--- config.mk ---
export PLATFORM = sky130hd
export DESIGN_NAME = ola_capture_control
export DESIGN_NICKNAME = d
export VERILOG_FILES = /design/src/rtl/ola_capture_pkg.sv /design/src/rtl/ola_capture_control.sv
export SDC_FILE = /design/constraint.sdc
export NUM_CORES = 1
export LEC_CHECK = 0
export ABC_AREA = 1
export CORE_UTILIZATION = 35
export CTS_CLUSTER_DIAMETER = 60
export DETAILED_ROUTE_END_ITERATION = 8
export GPL_TIMING_DRIVEN = 0
export PLACE_DENSITY = 0.86
export RECOVER_POWER = 100
export REMOVE_ABC_BUFFERS = 1
export SYNTH_ARGS = -nofsm -noshare
export SYNTH_HDL_FRONTEND = slang
export SYNTH_SLANG_ARGS = --single-unit
export TNS_END_PERCENT = 20
--- constraint.sdc ---
create_clock -name clock -period 1.9 [get_ports clock]
set_clock_uncertainty 0.1 [all_clocks]
set_input_delay 0.38 -clock clock [delete_from_list [all_inputs] [get_ports clock]]
set_output_delay 0.38 -clock clock [all_outputs]
set_load 0.05 [all_outputs]
--- src/rtl/ola_capture_pkg.sv ---
// Shared definitions for the logic-analyser capture sequencer.
package ola_capture_pkg;

  typedef enum logic [1:0] {
    IDLE      = 2'd0,
    ARMED     = 2'd1,
    TRIGGERED = 2'd2,
    DONE      = 2'd3
  } capture_state_t;

endpackage

--- src/rtl/ola_capture_control.sv ---
// Capture sequencer: arms on request, streams samples into a ring buffer and,
// after a trigger, stops once the external countdown has consumed the post-trigger samples.
module ola_capture_control
  import ola_capture_pkg::*;
#(
  parameter int data_width  = 32,
  parameter int addr_width  = 10,
  parameter int count_width = 32
) (
  input  logic                   clock,
  input  logic                   reset_n,
  input  logic                   in_arm,
  input  logic                   in_abort,
  input  logic                   in_valid,
  input  logic [data_width-1:0]  in_data,
  input  logic                   in_trigger,
  input  logic [count_width-1:0] in_post_count,
  output logic                   cd_valid,
  output logic                   cd_run,
  output logic                   cd_setup,
  output logic [count_width-1:0] cd_value,
  input  logic                   cd_expired,
  output logic                   out_mem_write,
  output logic [addr_width-1:0]  out_mem_addr,
  output logic [data_width-1:0]  out_mem_data,
  output logic [addr_width-1:0]  out_trigger_addr,
  output logic [addr_width-1:0]  out_end_addr,
  output logic                   out_wrapped,
  output logic                   out_busy,
  output logic                   out_done
);

  capture_state_t        state;
  logic [addr_width-1:0] wr_ptr;
  logic                  post_seen;
  logic                  arm_load;

  assign arm_load = ((state == IDLE) || (state == DONE)) && in_arm && !in_abort;

  // The countdown is loaded on arm but only decrements while TRIGGERED.
  assign cd_valid = arm_load | in_valid;
  assign cd_run   = arm_load | (state == TRIGGERED);
  assign cd_setup = arm_load;
  assign cd_value = in_post_count;

  assign out_busy = (state == ARMED) || (state == TRIGGERED);

  always_ff @(posedge clock or negedge reset_n) begin
    if (!reset_n) begin
      state            <= IDLE;
      wr_ptr           <= '0;
      post_seen        <= 1'b0;
      out_mem_write    <= 1'b0;
      out_mem_addr     <= '0;
      out_mem_data     <= '0;
      out_trigger_addr <= '0;
      out_end_addr     <= '0;
      out_wrapped      <= 1'b0;
      out_done         <= 1'b0;
    end else begin
      out_mem_write <= 1'b0;
      out_done      <= 1'b0;
      if (in_abort) begin
        state <= IDLE;
      end else begin
        case (state)
          IDLE, DONE: begin
            if (in_arm) begin
              state       <= ARMED;
              wr_ptr      <= '0;
              out_wrapped <= 1'b0;
              post_seen   <= 1'b0;
            end
          end
          ARMED: begin
            if (in_valid) begin
              out_mem_write <= 1'b1;
              out_mem_addr  <= wr_ptr;
              out_mem_data  <= in_data;
              out_end_addr  <= wr_ptr;
              wr_ptr        <= wr_ptr + 1'b1;
              if (wr_ptr == '1) out_wrapped <= 1'b1;
              if (in_trigger) begin
                out_trigger_addr <= wr_ptr;
                if (in_post_count == '0) begin
                  state    <= DONE;
                  out_done <= 1'b1;
                end else begin
                  state <= TRIGGERED;
                end
              end
            end
          end
          TRIGGERED: begin
            // Expired is stale from the arm load until a post sample has been taken.
            if (cd_expired && post_seen) begin
              state    <= DONE;
              out_done <= 1'b1;
            end else if (in_valid) begin
              out_mem_write <= 1'b1;
              out_mem_addr  <= wr_ptr;
              out_mem_data  <= in_data;
              out_end_addr  <= wr_ptr;
              wr_ptr        <= wr_ptr + 1'b1;
              post_seen     <= 1'b1;
              if (wr_ptr == '1) out_wrapped <= 1'b1;
            end
          end
          default: state <= IDLE;
        endcase
      end
    end
  end

endmodule

==> key figures, run 1 <==
Status
  • Status: complete, but fails checks
  • Failing checks: max-capacitance violations, max-slew violations, negative setup slack

Clocking
  • Inserted Clock Buffers: 9
  • Post-CTS Hold Fix Bufs: 0
  • Worst skew pair latency: 330 ps
  • Reg clk slew, reported paths: 70 ps
  • Htree depth: 3
  • Num Clock Sinks: 68
  • Max clock buf depth: 2
  • CTS tree: done
  • Root buf cell: clkbuf_8

Timing
  • Worst Setup Slack, final: -143 ps
  • Setup TNS: -2100 ps
  • Final Hold Fails: 0
  • Final worst path period need: 2040 ps
  • Rel. slew slack: -12.8%
  • Final Cycle Share: 108%
  • Unrepaired setup endpoints after global routing: true
  • Slew Viols, Final: 69
  • Slew @ Worst Pin: 1690 ps
  • Setup violations, final: 47
  • F_max: 0.490 GHz

Worst setup path
  • R2R cell count: 8
  • WS Path Type: reg2out
  • CP required: 1420 ps
  • Crit path launch type: flip-flop
  • Worst R2R Setup Slack: -80 ps
  • CP Max Fanout: 4
  • Crit end category: primary output
  • CP arrival: 1560 ps

Power
  • Static Leak: 0.00278 uW
  • Peak supply drop: 0.000923 V
  • PD cells: 1710 nW/um2

Worst hold path
  • Worst Hold Depth: 2
  • Worst Hold Class: reg2reg

Layout
  • Ant. Diodes: 0
  • Area of the multi-input gates: 1420 um2
  • # nets final: 629
  • Fill cells: 790
  • Layout area overhead: 67.8%
  • Reg area: 1700 um2
  • Share of cells above drive strength 1: 22.6%
  • Final instance area: 5600 um2
  • Non-Filler Instances: 687

Synthesis
  • Synth Flop Type: dfrtp_1
  • Top cells by count, synth: nand2_1 (152), dfrtp_1 (68), buf_4 (45)
  • Synth area leaders: dfrtp_1 (51%), nand2_1 (17%), buf_4 (10%), nor2_1 (3.5%), o21ai_0 (3.0%)
  • Most frequent cell after synthesis: nand2_1
  • Cell count after synthesis: 396
  • Top cell type's share of synthesized area: 51.0%
  • Post-synth EDFFs: 0
  • Cell variety after synth: 24
  • Syn_area_per_cell: 8.42 um2
  • Ys async rst share: 100%
  • Post-Synthesis Cell Area: 3340 um2
  • #FFs+latches synth: 68
  • Sequential fraction of the synthesis area: 51.0%
  • Cell taking the most area after synthesis: dfrtp_1
  • Yosys warns: 0

Routing
  • WL/cell: 15.3 um
  • Vias per cell: 4.63
  • Drt drc: 0
  • DR vias: 3,182
  • Post-Route WL: 10.5 mm
  • Detailed Route Iter0 Violations: 170
  • Antenna viol nets, final: 0
  • TritonRoute pass-1 iters: 5

Placement
  • GPL Wtd Cong: 0.851
  • Hpwl dp: 6.34 mm
  • Buffers on Ports: 171
  • Dpl cells: 642
  • Post-DP Area: 4790 um2

Global route
  • Initial antenna violation count: 0
  • Global Route Usage Sum: 21.4%
  • Largest net degree at the start of global routing: 69
  • First-pass GRT wire length: 16.4 mm
  • Total global routing overflow: 0
  • Vias in the first global route: 3,207

Floorplan
  • Die X: 99.6 um
  • CORE AREA: 9240 um2
  • # rows: 35
  • Initial Util: 36.1%
  • DIE AREA: 9930 um2
  • IO Pins: 172
  • Die height: 99.6 um

Run
  • Max Cap Violations: 1
-- layer usage --
metal	track usage, %	vias to the layer above	part of all wire (%)
met5	0	-	0
met4	10.4	0	3.5
met3	3.51	30	3.4
met2	37.3	107	52
met1	25.8	1533	41
li1	-	1512	-
-- stage by stage --
stage	power, uW	hold WS [ps]	util, %	worst slack [ps]
floorplan	5350	-15.6	-	-1570
global placement	7140	353	51.8	-1850
detailed placement	7270	357	51.8	-1030
CTS	9110	87.8	58.0	-174
global route	10000	400	60.6	-220
finish	9560	369	60.6	-143
-- cells in the final DEF (no fill, tap or decap), types with 2 or more instances in the layout --
master and n:
nor2_1 31, nor3_1 2, clkbuf_2 3, clkdlybuf4s15_1 14
buf_12 6, o21ai_0 19, clkdlybuf4s50_1 68, dfrtp_1 68
nand3_1 11, o21ai_2 9, buf_8 4, inv_2 2
inv_8 2, ha_1 2, inv_16 2, inv_12 3
buf_6 4, a21oi_1 8, nand2_1 96, bufinv_16 2
clkbuf_8 10, buf_4 12, nor2_4 2, nand2_2 35
nand2_4 21, clkbuf_1 2, inv_4 2, inv_1 20
dlygate4sd2_1 81, nand4_1 4
-- worst max-delay path, stage by stage (launching register included) --
cell and delay [ps]:
dfrtp_1 420, ha_4 320, inv_4 50, nor3_4 150
inv_2 60, nand2_1 80, buf_6 160
-- cell type report --
| class | count | share of cell area (%) |
|---|---|---|
| Tap cell | 129 | 2.88 |
| Clock inverter | 2 | 1.07 |
| Clock buffer | 12 | 2.59 |
| Timing Repair inverter | 7 | 2.17 |
| Timing Repair Buffer | 194 | 33.5 |
| Multi-Input combinational cell | 250 | 25.3 |
| Inverter | 25 | 2.06 |
| Sequential cell | 68 | 30.4 |
-- logic make-up (layout without fill, tap and decap cells) --
| logic type | count (synthesis) | in the layout | share of synthesized area, % |
|---|---|---|---|
| and+or+nand+nor | 205 | 206 | 24.9 |
| buffers and inverters | 79 | 240 | 15.4 |
| DFF | 68 | 68 | 51.0 |
| AOI/OAI and AO/OA | 41 | 41 | 7.50 |
| adders and majority gates | 3 | 3 | 1.13 |
-- power breakdown --
part	switching (uW)	total [uW]	internal (uW)	leakage, uW
Sequential	427	2390	1970	0.000893
Combinational	4030	5900	1870	0.00178
Clock	500	1260	763	0.000103
-- repair_timing --
item / 4_1_cts / 5_1_grt
endpoints found under the hold margin: 0 / 0
setup endpoints to repair: 162 / 77
pin swaps: 8 / 4
gates resized for setup: 204 / 56
setup buffers: 17 / 7
gates cloned: 7 / 1
-- state kept, by name, indices dropped and copies added (netlist names), 2 cells and up --
signal,flops
out_mem_addr,10
out_mem_data,32
out_trigger_addr,10
state,2
wr_ptr,10
-- worst paths after layout --
check                                        startpoint                         endpoint
setup / recovery                   state[1]$_DFFE_PN0P_                           cd_run
hold / removal             out_mem_data[14]$_DFFE_PN0P_     out_mem_data[14]$_DFFE_PN0P_
setup reg to reg                   state[1]$_DFFE_PN0P_  out_trigger_addr[8]$_DFFE_PN0P_
hold reg to reg            out_mem_data[14]$_DFFE_PN0P_     out_mem_data[14]$_DFFE_PN0P_
max in group asynchronous                       reset_n            wr_ptr[9]$_DFFE_PN0P_
min in group asynchronous                       reset_n     out_mem_data[25]$_DFFE_PN0P_
Note: power is estimated with default switching activity, not from simulation.
==> inputs of run 2 (changes only) <==
--- a/config.mk
+++ b/config.mk
@@ -10,7 +10,7 @@
 export CTS_CLUSTER_DIAMETER = 60
 export DETAILED_ROUTE_END_ITERATION = 8
 export GPL_TIMING_DRIVEN = 0
-export PLACE_DENSITY = 0.86
+export PLACE_DENSITY = 0.75
 export RECOVER_POWER = 100
 export REMOVE_ABC_BUFFERS = 1
 export SYNTH_ARGS = -nofsm -noshare
==> run 2 against run 1 <==
Compared with the run above:
- the flow still finishes with violations (max-capacitance violations, max-slew violations, negative setup slack)
- combinational power down 10%
- clock power is 21% lower
- sequential cell count stayed put
- fmax about the same
- worst setup slack gained 1.9 ps
- largest cell class unchanged
==> key figures, run 2 (synthesis results as in run 1) <==
Global route
  • Total global routing overflow: 0 (unchanged)
  • Global Route Usage Sum: 18.1% (-3.3 points)
  • First-pass GRT wire length: 14.2 mm (-13%)
  • Vias in the first global route: 2,863 (-11%)
  • Initial antenna violation count: 0 (unchanged)
  • Met3 Use GR: 2.81% (-0.70 points)
  • Busiest grt layer: met2
  • Grt met1 use: 23.4% (-2.4 points)
  • Grt met2 use: 30.8% (-6.5 points)
  • Largest net degree at the start of global routing: 69 (unchanged)

Routing
  • TritonRoute pass-1 iters: 4 (-1)
  • WL/cell: 14.2 um (-7.0%)
  • Drt drc: 0 (unchanged)
  • Antenna viol nets, final: 0 (unchanged)
  • Detailed Route Iter0 Violations: 164 (-3.5%)
  • Post-Route WL: 9.70 mm (-7.8%)
  • Vias per cell: 4.51 (-2.6%)
  • DR vias: 3,072 (-3.5%)

Placement
  • Buffers on Ports: 171 (unchanged)
  • Hpwl dp: 6.14 mm (-3.2%)
  • Dpl cells: 642 (unchanged)
  • GPL Wtd Cong: 0.831 (-2.3%)

Timing
  • F_max: 0.490 GHz (about the same)
  • Worst Setup Slack, final: -141 ps (+1.94 ps)
  • Final Cycle Share: 107% (about the same)
  • Rel. slew slack: -4.40% (+8.4 points)
  • Setup violations, final: 50 (+6.4%)
  • Worst hold slack: 320 ps (-48.8 ps)
  • Unrepaired setup endpoints after global routing: true
  • Slew Viols, Final: 69 (unchanged)
  • Final worst path period need: 2040 ps (-1.94 ps)
  • Final Hold Fails: 0 (unchanged)
  • Slew @ Worst Pin: 1570 ps (-126 ps)

Worst hold path
  • Worst Hold Class: in2async

Power
  • Int Power: 4040 uW (-12%)
  • Logic pwr share: 61.8% (about the same)
  • PD cells: 1650 nW/um2 (-3.6%)
  • Psw: 4530 uW (-8.7%)
  • Reg power frac: 26.5% (+1.4 points)
  • Static Leak: 0.00265 uW (-4.5%)
  • Sw frac: 52.8% (+0.93 points)
  • Peak supply drop: 0.000955 V (+3.4%)
  • Clock share of power: 11.7% (-1.5 points)

Clocking
  • Worst skew pair latency: 330 ps (about the same)
  • CTS tree: done
  • Inserted Clock Buffers: 9 (unchanged)
  • Root buf cell: clkbuf_8
  • Reg clk slew, reported paths: 70 ps (about the same)
  • Max clock buf depth: 2 (unchanged)
  • Htree depth: 3 (unchanged)
  • Num Clock Sinks: 68 (unchanged)

Worst setup path
  • Crit path launch type: flip-flop
  • CP Max Fanout: 3 (-1)
  • CP arrival: 1560 ps (about the same)
  • WS Path Type: reg2out
  • Crit end category: primary output
  • CP required: 1420 ps (about the same)

Layout
  • Top reg by flops: out_mem_data
  • Non-Filler Instances: 681 (-0.87%)
  • Commonest non-fill, non-tap cells in the layout: nand2_1 (136), dlygate4sd2_1 (81), dfrtp_1 (68)
  • Layout area overhead: 56.0%
  • # nets final: 623 (-0.95%)
  • Max FFs per register: 32 (unchanged)
  • Ant. Diodes: 0 (unchanged)
  • Commonest non-fill, non-tap cell in the layout: nand2_1
  • Share of cells above drive strength 1: 15.2% (-7.4 points)

Floorplan
  • CORE AREA: 9240 um2 (unchanged)
  • Initial Util: 36.1% (unchanged)
  • DIE AREA: 9930 um2 (unchanged)
  • Die height: 99.6 um (unchanged)
  • # rows: 35 (unchanged)
  • Die X: 99.6 um (unchanged)
  • IO Pins: 172 (unchanged)

Status
  • Failing checks: max-capacitance violations, max-slew violations, negative setup slack
  • Status: complete, but fails checks

Run
  • Max Cap Violations: 1 (unchanged)
-- run 2: cell types whose count changed in the layout (fill, tap and decap cells not counted), sizes merged --
cell           previous run  this run
dlygate4sd3               1         3
clkinv                    1         4
nand2                   153       155
bufinv                    2         0
inv                      31        27
clkdlybuf4s15            14        13
buf                      27        23
clkdlybuf4s50            68        66
-- run 2: final cells by class --
class | instances | area (um2)
Fill cell | 893 | 4040
Timing Repair Buffer | 190 | 1790
Sequential cell | 68 | 1700
Multi-Input combinational cell | 252 | 1230
Tap cell | 129 | 161
Clock buffer | 11 | 141
Inverter | 25 | 123
Timing Repair inverter | 3 | 38.8
Clock inverter | 3 | 15.0
-- run 2: repair_timing --
item	CTS	global route
gates cloned	1	5
pin swaps	6	7
buffers inserted	12	7
setup endpoints to repair	152	78
hold buffers	0	0
endpoints found under the hold margin	0	0
gates resized for setup	142	52
-- run 2: critical path: stages, from the launching register on --
cell	delay (ps)
dfrtp_1	420
ha_4	300
inv_4	40
nor3_4	170
inv_2	80
nand2_2	80
buf_8	140
-- run 2: stage by stage --
stage | power [uW] | util [%] | TNS (ps) | area, um2 | worst slack [ps]
after global routing | 9020 | 56.3 | -7880 | 5200 | -209
after detailed placement | 7240 | 51.8 | -54890 | 4790 | -1070
final | 8570 | 56.3 | -3230 | 5200 | -141
after CTS | 8270 | 54.4 | -454 | 5030 | -177
after floorplan | 5350 | - | -19150 | 2920 | -1570
after global placement | 7160 | 51.8 | -184500 | 4790 | -1960
-- run 2: worst paths after layout --
kind / end / startpoint / cells after the start / slack (ps)
max in group asynchronous: state[0]$_DFFE_PN0P_ / reset_n / 1 / 400
max: cd_run / state[1]$_DFFE_PN0P_ / 6 / -140
max reg2reg: out_mem_addr[5]$_DFFE_PN0P_ / state[0]$_DFFE_PN0P_ / 13 / -100
min reg2reg: out_mem_data[24]$_DFFE_PN0P_ / out_mem_data[24]$_DFFE_PN0P_ / 2 / 360
min: out_mem_data[9]$_DFFE_PN0P_ / reset_n / 1 / 320
min in group clock: out_mem_data[24]$_DFFE_PN0P_ / out_mem_data[24]$_DFFE_PN0P_ / 2 / 360
-- run 2: metal layers --
layer  up-vias  wire length (um)
met5         -                 0
met4         0               145
met3        11               366
met2        92              4950
met1      1462              4240
li1       1507                 -
-- run 2: power groups by stage --
stage / clock network, uW / logic, uW / registers [uW]
2_1_floorplan: 0 / 1160 / 4190
6_report: 1000 / 5300 / 2270
4_1_cts: 1040 / 4980 / 2250
5_1_grt: 1100 / 5590 / 2330
3_5_place_dp: 0 / 4960 / 2290
3_3_place_gp: 0 / 4890 / 2270
==> inputs of run 3 (changes only) <==
--- a/config.mk
+++ b/config.mk
@@ -8,6 +8,7 @@
 export ABC_AREA = 1
 export CORE_UTILIZATION = 35
 export CTS_CLUSTER_DIAMETER = 60
+export CTS_CLUSTER_SIZE = 16
 export DETAILED_ROUTE_END_ITERATION = 8
 export GPL_TIMING_DRIVEN = 0
 export PLACE_DENSITY = 0.75
==> results of run 3 <==
The final DEF is identical to that of run 2; final timing and power are the same.
